### src/rtl/uart_rx_fifo.sv
// rtl/uart_rx_fifo.sv - 8N1 UART receiver, 8x oversampled with majority vote, feeding a show-ahead byte FIFO
module uart_rx_fifo #(
   parameter int OVERSAMPLE = 8,
   parameter int FIFO_DEPTH = 16
) (
   input  logic                          clk,
   input  logic                          rst_n,
   input  logic                          rx,
   output logic [7:0]                    rx_data,
   output logic                          rx_valid,
   input  logic                          rx_ready,
   output logic                          framing_error,
   output logic                          overrun,
   output logic [$clog2(FIFO_DEPTH):0]   fifo_count
);

   localparam int PTR_W = $clog2(FIFO_DEPTH);
   localparam int CNT_W = PTR_W + 1;
   localparam logic [2:0]       TICK_LAST = 3'(OVERSAMPLE - 1);
   localparam logic [2:0]       TICK_S0   = 3'd3;
   localparam logic [2:0]       TICK_S1   = 3'd4;
   localparam logic [2:0]       TICK_S2   = 3'd5;
   localparam logic [CNT_W-1:0] DEPTH_C   = CNT_W'(FIFO_DEPTH);

   typedef enum logic [2:0] {
      S_IDLE  = 3'd0,
      S_START = 3'd1,
      S_DATA  = 3'd2,
      S_STOP  = 3'd3,
      S_BREAK = 3'd4
   } state_t;

   state_t           state_q, state_d;
   logic             rx_meta_q, rx_meta_d;
   logic             rx_s_q, rx_s_d;
   logic [2:0]       tick_q, tick_d;
   logic [2:0]       bit_idx_q, bit_idx_d;
   logic [7:0]       shift_q, shift_d;
   logic             samp0_q, samp0_d;
   logic             samp1_q, samp1_d;
   logic             fe_q, fe_d;
   logic             ov_q, ov_d;
   logic [PTR_W-1:0] wr_ptr_q, wr_ptr_d;
   logic [PTR_W-1:0] rd_ptr_q, rd_ptr_d;
   logic [CNT_W-1:0] count_q, count_d;
   logic [7:0]       mem_q [FIFO_DEPTH];

   logic             maj;
   logic             push;
   logic             pop;
   logic             accept;

   // third sample is taken live from rx_s at tick 5, the first two are held
   assign maj = (samp0_q & samp1_q) | (samp0_q & rx_s_q) | (samp1_q & rx_s_q);

   always_comb begin
      rx_meta_d = rx;
      rx_s_d    = rx_meta_q;
      state_d   = state_q;
      tick_d    = tick_q + 3'd1;
      bit_idx_d = bit_idx_q;
      shift_d   = shift_q;
      samp0_d   = samp0_q;
      samp1_d   = samp1_q;
      fe_d      = 1'b0;
      push      = 1'b0;

      if (tick_q == TICK_S0) samp0_d = rx_s_q;
      if (tick_q == TICK_S1) samp1_d = rx_s_q;

      case (state_q)
         S_IDLE: begin
            tick_d = 3'd0;
            if (!rx_s_q) begin
               state_d = S_START;
               tick_d  = 3'd1;
            end
         end
         S_START: begin
            if (tick_q == TICK_S2 && maj) begin
               state_d = S_IDLE;
               tick_d  = 3'd0;
            end else if (tick_q == TICK_LAST) begin
               state_d   = S_DATA;
               bit_idx_d = 3'd0;
            end
         end
         S_DATA: begin
            if (tick_q == TICK_S2) shift_d = {maj, shift_q[7:1]};
            if (tick_q == TICK_LAST) begin
               if (bit_idx_q == 3'd7) state_d = S_STOP;
               else                   bit_idx_d = bit_idx_q + 3'd1;
            end
         end
         S_STOP: begin
            // leave at mid-stop so the next start edge can be caught early
            if (tick_q == TICK_S2) begin
               tick_d = 3'd0;
               if (maj) begin
                  push    = 1'b1;
                  state_d = S_IDLE;
               end else begin
                  fe_d    = 1'b1;
                  state_d = S_BREAK;
               end
            end
         end
         S_BREAK: begin
            tick_d = 3'd0;
            if (rx_s_q) state_d = S_IDLE;
         end
         default: begin
            state_d = S_IDLE;
            tick_d  = 3'd0;
         end
      endcase
   end

   always_comb begin
      pop      = rx_valid & rx_ready;
      accept   = push & ((count_q != DEPTH_C) | pop);
      ov_d     = push & ~accept;
      wr_ptr_d = wr_ptr_q;
      rd_ptr_d = rd_ptr_q;
      if (accept) wr_ptr_d = wr_ptr_q + PTR_W'(1);
      if (pop)    rd_ptr_d = rd_ptr_q + PTR_W'(1);
      count_d  = count_q + CNT_W'(accept) - CNT_W'(pop);
   end

   always_ff @(posedge clk) begin
      if (!rst_n) begin
         rx_meta_q <= 1'b1;
         rx_s_q    <= 1'b1;
         state_q   <= S_IDLE;
         tick_q    <= 3'd0;
         bit_idx_q <= 3'd0;
         shift_q   <= 8'd0;
         samp0_q   <= 1'b1;
         samp1_q   <= 1'b1;
         fe_q      <= 1'b0;
         ov_q      <= 1'b0;
         wr_ptr_q  <= '0;
         rd_ptr_q  <= '0;
         count_q   <= '0;
      end else begin
         rx_meta_q <= rx_meta_d;
         rx_s_q    <= rx_s_d;
         state_q   <= state_d;
         tick_q    <= tick_d;
         bit_idx_q <= bit_idx_d;
         shift_q   <= shift_d;
         samp0_q   <= samp0_d;
         samp1_q   <= samp1_d;
         fe_q      <= fe_d;
         ov_q      <= ov_d;
         wr_ptr_q  <= wr_ptr_d;
         rd_ptr_q  <= rd_ptr_d;
         count_q   <= count_d;
      end
   end

   // storage needs no reset; rx_data is masked while the FIFO is empty
   always_ff @(posedge clk) begin
      if (accept) mem_q[wr_ptr_q] <= shift_q;
   end

   assign rx_valid      = (count_q != '0);
   assign rx_data       = rx_valid ? mem_q[rd_ptr_q] : 8'd0;
   assign framing_error = fe_q;
   assign overrun       = ov_q;
   assign fifo_count    = count_q;

endmodule
### config.mk
export PLATFORM = sky130hd
export DESIGN_NAME = uart_rx_fifo
export DESIGN_NICKNAME = d
export VERILOG_FILES = /design/src/rtl/uart_rx_fifo.sv
export SDC_FILE = /design/constraint.sdc
export NUM_CORES = 1
export LEC_CHECK = 0
export BUFFER_PORTS_ARGS = -buffer_cell sky130_fd_sc_hd__buf_4
export CORE_ASPECT_RATIO = 0.5
export CORE_MARGIN = 5
export CORE_UTILIZATION = 44
export DETAILED_ROUTE_END_ITERATION = 16
export GPL_ROUTABILITY_DRIVEN = 0
export HOLD_SLACK_MARGIN = 0.02
export SLEW_MARGIN = 20
export SYNTH_ARGS = -nofsm -noshare
export SYNTH_HDL_FRONTEND = slang
export SYNTH_SLANG_ARGS = --single-unit
### constraint.sdc
create_clock -name clk -period 3.9 [get_ports clk]
set_input_delay 0.195 -clock clk [delete_from_list [all_inputs] [get_ports clk]]
set_output_delay 0.195 -clock clk [all_outputs]
set_load 0.01 [all_outputs]
======== Yosys cells after proc, flatten, opt, wreduce, memory -nomap -nowiden ========
Memories as Yosys holds them, arrays and structs flattened. A register that Yosys moved wholly into a read port is not among the register bits.
Index checks and enable logic that the tools add are counted.
storage, ports and cells
  register bits ........................... 36
  memory bits (writable) .................. 128
  input bits .............................. 4
  output and inout bits ................... 16
  word-level logic and storage cells ...... 84
  memories kept ........................... 1
operators by class
  $add $sub $neg .......................... 6
  equality and inequality tests ........... 19
  mux-type cells .......................... 27
  bitwise gates (word level) .............. 10
  reductions and logical operators ........ 8
memory list
  name   depth  width  read ports  clocked after memory_dff  wr ports  line  source
  mem_q  16     8      1           1                         1         46    logic [7:0] mem_q [FIFO_DEPTH];
operator list
  kind                                                                   count
  3-bit two-way mux                                                      14
  2-bit inequality test, second input constant                           8
  3-bit equality test, second input constant                             5
  3-bit one-hot mux with 5 select lines                                  1
  3-bit one-hot mux with 4 select lines                                  1
  3-bit by 2-bit equality test with 1-bit output, second input constant  3
  4-bit by 1-bit adder with 4-bit output, second input constant          2
  4-bit two-way mux                                                      2
  8-bit two-way mux                                                      1
  1-bit two-way mux                                                      7
  3-bit by 1-bit adder with 3-bit output, second input constant          2
  1-bit bitwise AND                                                      6
  3-bit one-hot mux with 2 select lines                                  1
  6-bit AND reduction                                                    1
  5-bit by 1-bit adder with 5-bit output                                 1
  5-bit inequality test, second input constant                           1
  5-bit AND reduction                                                    1
  5-bit nonzero test                                                     1
  5-bit by 1-bit subtractor with 5-bit output                            1
  3-bit by 1-bit equality test with 1-bit output, second input constant  1
  3-bit zero test                                                        1
  3-bit inequality test, second input constant                           1
  1-bit bitwise OR                                                       3
  3-bit AND reduction                                                    1
  4 further kinds                                                        4

======== Logic depth before layout (Yosys ltp) ========
  word-level depth ........................ 9
  mapped depth ............................ 17
  mapped depth without buffers ............ 15

======== Worst setup path before layout ========
OpenSTA, ideal clock, no wires.
  path kind ............................... reg-to-reg
  from .................................... register tick_q[1]
  to ...................................... register count_q[4], in the netlist fifo_count[4]
  library setup time ...................... 0.116 ns
  data arrival time ....................... 2.731 ns
  data required time ...................... 3.784 ns
  setup slack ............................. 1.053 ns
  stages on the path, launching flop included .. 18
  path buffers ............................ 2
  clock period less this slack ............ 2.847 ns
  path through ............................ dfxtp_1 -> inv_1 -> ha_1 -> and2_1 -> buf_2 -> and4_1 -> clkbuf_2 -> and2_1 -> inv_1 -> ha_1 -> inv_1 -> ha_1 -> inv_1 -> fa_1 -> nand2b_1 -> a21oi_1 -> o21ai_0 -> and3b_1
on the way
  longest elaborated chain between the ends .. 6
RTL lines
  element                                      line  source
  start: declaration                           36    logic [2:0] tick_q, tick_d;
  start signal: assignment                     149   tick_q <= tick_d;
  3-bit equality test                          97    if (tick_q == TICK_S2) begin
  1-bit two-way mux                            97
  1-bit two-way mux                            71    case (state_q)
  1-bit bitwise AND                            121   accept = push & ((count_q != DEPTH_C) | pop);
  5-bit by 1-bit adder with 5-bit output       127   count_d = count_q + CNT_W'(accept) - CNT_W'(pop);
  5-bit by 1-bit subtractor with 5-bit output  127
  end signal: assignment                       158   count_q <= count_d;
  end: declaration                             45    logic [CNT_W-1:0] count_q, count_d;
No other way between the ends.
A chain may end at the register's enable or synchronous reset.

======== Worst setup path in the final report ========
  from .................................... register count_q[3], in the netlist fifo_count[3]
  to ...................................... register count_q[4], in the netlist fifo_count[4]
on the way
  longest elaborated chain between the ends .. 6
  elaborated cells on any way between the ends .. 7
  those cells by class .................... 2 x add/sub; 1 x eq/ne; 3 x bitwise; 1 x reduce/logical
RTL lines
  element                                          line  source
  5-bit nonzero test (*)                           167   assign rx_valid = (count_q != '0);
  1-bit bitwise AND (*)                            120   pop = rx_valid & rx_ready;
  named net pop                                    50    logic pop;
  1-bit bitwise OR                                 121
  1-bit bitwise AND                                121
  5-bit by 1-bit adder with 5-bit output           127
  5-bit by 1-bit subtractor with 5-bit output (*)  127
The timed path passes the listed nets; every way through them passes the cells marked *.

==> flow_metrics.tcl <==
set metrics [dict create \
    synth_area_leaders "edfxtp_1 55%, dfxtp_1 11%, mux4_2 6.1%" \
    drive_above_1_share_pct 18.59 \
    die_w_um 188.1 \
    grt_overflow_total 0 \
    synthMuxAreaShare_pct 15.48 \
    fin_crit_sh_pct 81.21 \
    std_cell_rows 32 \
    htree_levels 4 \
    critical-path-max-stage-delay_ns 0.67 \
    crit_slowest_cell "or4b_1" \
    dieArea_um2 18620 \
    p_per_area_nw_per_um2 573.4 \
    area_delta_synth_final_pct 13.42 \
    insertion_delay_ns 0.42 \
    die_h_um 99.03 \
    synthSimpleGateAreaFrac_pct 7.677 \
    syn_area_um2 6975 \
    setup_viol 0 \
    finalHoldViolCount 0 \
    fp.coreArea_um2 15450 \
    ys_seq_area_share_pct 66.58 \
    clockPowerShare_pct 38.6 \
    seqPwrFrac_pct 43.5 \
    r2r_cells 14 \
    p_comb_share_pct 17.9 \
    ys_warn_count 0 \
    cp_max_fo 12 \
    grt_pass1_vias 3536 \
    synth_compound_gate_area_share_pct 2.978 \
    layout.nets 479 \
    holdWs_ns 0.1447 \
    hold_path.class "in2reg" \
    hpwl_mm 8.170 \
    cts-buffers-inserted 17 \
    cp-end-kind "register" \
    whs_path_depth 2 \
    rsz0062_at_grt "no" \
    grt_max_degree 42 \
    synthFlopType "edfxtp_1" \
    status "completed" \
    yosys_register_bits 168 \
    ys_top_cells_by_count "128 x edfxtp_1, 40 x dfxtp_1, 22 x mux2i_1" \
    crit_chain "inv_1 -> ha_1 -> or4b_1 -> nand2_1 -> inv_1 -> ha_1 -> inv_1 -> ha_1 -> inv_1 -> fa_1 -> nand2b_1 -> a21oi_1 -> o21ai_0 -> and3b_1" \
    cp.required_ns 4.21 \
    hold_start "rst_n" \
    ctsResizeCount 0 \
    p_int_uw 3366 \
    synth_edf_count 128 \
    yosysMostFrequentCell "edfxtp_1" \
    crit_arrival_ns 3.48 \
    num_antenna_cells 0 \
    period_needed_ns 3.167 \
    rr_startpoint "fifo_count[3]$_SDFF_PN0_" \
    tritoncts_num_sinks 168 \
    final_core_util_pct 51.19 \
    via_count 3520 \
    synth_top_family_by_area "multiplexers" \
    synthArstFlopShare_pct 0 \
    start_util_pct 45.13 \
    maxCapViolations 0 \
    path_class "reg2reg" \
    synthCells 432 \
    grtUsageTotal_pct 14.66 \
    grt_pass1_wl_mm 20.36 \
    syn-num-nets 455 \
    via_per_inst 5.238 \
    critPathLaunchType "register" \
    synthAdderAreaFrac_pct 3.677 \
    wl_per_cell_um 19.09 \
    drt.antenna.violating_nets 0 \
    syn_area_per_cell_um2 16.15 \
    p_sw_uw 1171 \
    io_buffer_count 19 \
    wirelength_mm 12.83 \
    drc 0 \
    p_total_uw 4537 \
    drt-initial-drc-count 289 \
    cts_tree "yes" \
    stdcell_area_um2 7911 \
    ctsLongestPathBuffers 2 \
    finalSetupTns_ns 0 \
    antenna_found_initial 0 \
    skew_ns 0.009791 \
    p_leak_uw 0.002757 \
    hold_path_end "samp0_q$_SDFFE_PN1N_" \
    crit_top_cell "inv_1" \
    io_pins 20 \
    switching_share_pct 25.81 \
    drt_pass1_iterations 4 \
    ys_types 49 \
    tightest_slew_ns 0.7998 \
    cts.clk_slew.worst_paths_ns 0.07 \
    clockRootBuffer "clkbuf_16" \
    yosysTopAreaCell "edfxtp_1" \
    peakVddDrop_v 0.0002918 \
    drv_slew 0 \
    rrSetupSlack_ns 0.73 \
    synth.top_cell.area_share_pct 55.10 \
    relSlewSlack_pct 46.48 \
    yosys.area_share.xor_xnor_pct 0.6278 \
    max_freq_ghz 0.3157 \
    reg2reg_to "fifo_count[4]$_SDFF_PN0_" \
    dpl_cell_area_um2 7289 \
]
routing by layer:
metal | vias up | share of wire, % | track usage [%]
met1 | 1730 | 47 | 20.15
met3 | 10 | 6.3 | 4.742
met5 | - | 0 | 0
li1 | 1696 | - | -
met4 | 0 | 0.98 | 5.411
met2 | 84 | 45 | 22.01
metrics by stage:
| step | worst slack, ns | cells |
|---|---|---|
| floorplan | 1.053 | 432 |
| global placement | 0.8060 | 640 |
| detailed placement | 0.7133 | 640 |
| CTS | 0.7126 | 672 |
| global route | 0.5165 | 672 |
| finish | 0.7327 | 672 |
worst max-delay path by stage:
stage / startpoint / endpoint / cells after the start
final: fifo_count[3]$_SDFF_PN0_ / fifo_count[4]$_SDFF_PN0_ / 14
after detailed placement: fifo_count[2]$_SDFF_PN0_ / fifo_count[4]$_SDFF_PN0_ / 14
after global placement: fifo_count[3]$_SDFF_PN0_ / fifo_count[4]$_SDFF_PN0_ / 14
after CTS: fifo_count[3]$_SDFF_PN0_ / fifo_count[4]$_SDFF_PN0_ / 14
after global routing: fifo_count[3]$_SDFF_PN0_ / fifo_count[4]$_SDFF_PN0_ / 14
after floorplan: tick_q[1]$_SDFF_PN0_ / fifo_count[4]$_SDFF_PN0_ / 17
power groups by stage:
stage                     Clock (uW)  Combinational (uW)  Sequential [uW]
after detailed placement           0                 818             2010
after global placement             0                 819             2010
after global routing            1880                 888             1980
after floorplan                    0                 570             2020
after CTS                       1790                 822             1970
final                           1750                 810             1970
registers in the layout, summed over array words and instances, names as in the netlist, named ones only:
| signal | flops |
|---|---|
| rd_ptr_q | 4 |
| rx_meta_q | 1 |
| state_q | 3 |
| overrun | 1 |
| bit_idx_q | 3 |
| samp0_q | 1 |
| mem_q | 128 |
| samp1_q | 1 |
| framing_error | 1 |
| fifo_count | 5 |
| wr_ptr_q | 4 |
| tick_q | 3 |
| rx_s_q | 1 |
| shift_q | 8 |
critical path, delay by kind of cell (launching register included):
family	cells	cell delay, ns
flip-flops	1	0.33
AO/OA/AOI/OAI	2	0.25
adder cells (fa/ha/maj)	4	0.96
AND/OR/NAND/NOR	4	1.24
buffers and inverters	4	0.26
placed cells by master, fill, tap and decap left out, types with 2 or more instances in the layout:
| cell type | count |
|---|---|
| nor2_1 | 17 |
| nand4_1 | 2 |
| buf_4 | 26 |
| and3b_1 | 2 |
| nand2_1 | 19 |
| nor2b_1 | 16 |
| mux4_2 | 19 |
| clkinv_4 | 2 |
| mux2_2 | 8 |
| nor3_1 | 6 |
| and2_1 | 8 |
| inv_6 | 5 |
| edfxtp_1 | 128 |
| mux2i_1 | 22 |
| o21ai_0 | 8 |
| nand3_1 | 12 |
| dfxtp_1 | 40 |
| bufinv_16 | 3 |
| nand2b_1 | 9 |
| mux4_1 | 13 |
| a21oi_1 | 11 |
| inv_8 | 2 |
| o21ai_1 | 5 |
| xnor2_1 | 4 |
| and3_1 | 4 |
| inv_1 | 19 |
| ha_1 | 18 |
| clkbuf_16 | 17 |
cell type report:
type	count	area (um2)
sequential	168	4644
clock buffer	17	425.4
fill	1294	7543
timing repair buffer	27	205.2
inverter	19	71.32
multi-input combinational	223	2123
tap	204	255.2
clock inverter	14	186.4
cell families (layout without fill, tap and decap cells):
group                    after synthesis  in the layout
multiplexers                          62             62
AO/OA/AOI/OAI                         35             35
buffers and inverters                 41             77
XOR/XNOR                               5              5
adder cells (fa/ha/maj)               20             20
AND/OR/NAND/NOR                      101            101
flip-flops                           168            168
what timing repair did:
| item | in CTS | in global routing |
|---|---|---|
| setup buffers | 0 | 0 |
| endpoints found under the hold margin | 1 | 0 |
| hold buffers | 1 | 0 |
Note: power is estimated with default switching activity, not from simulation.
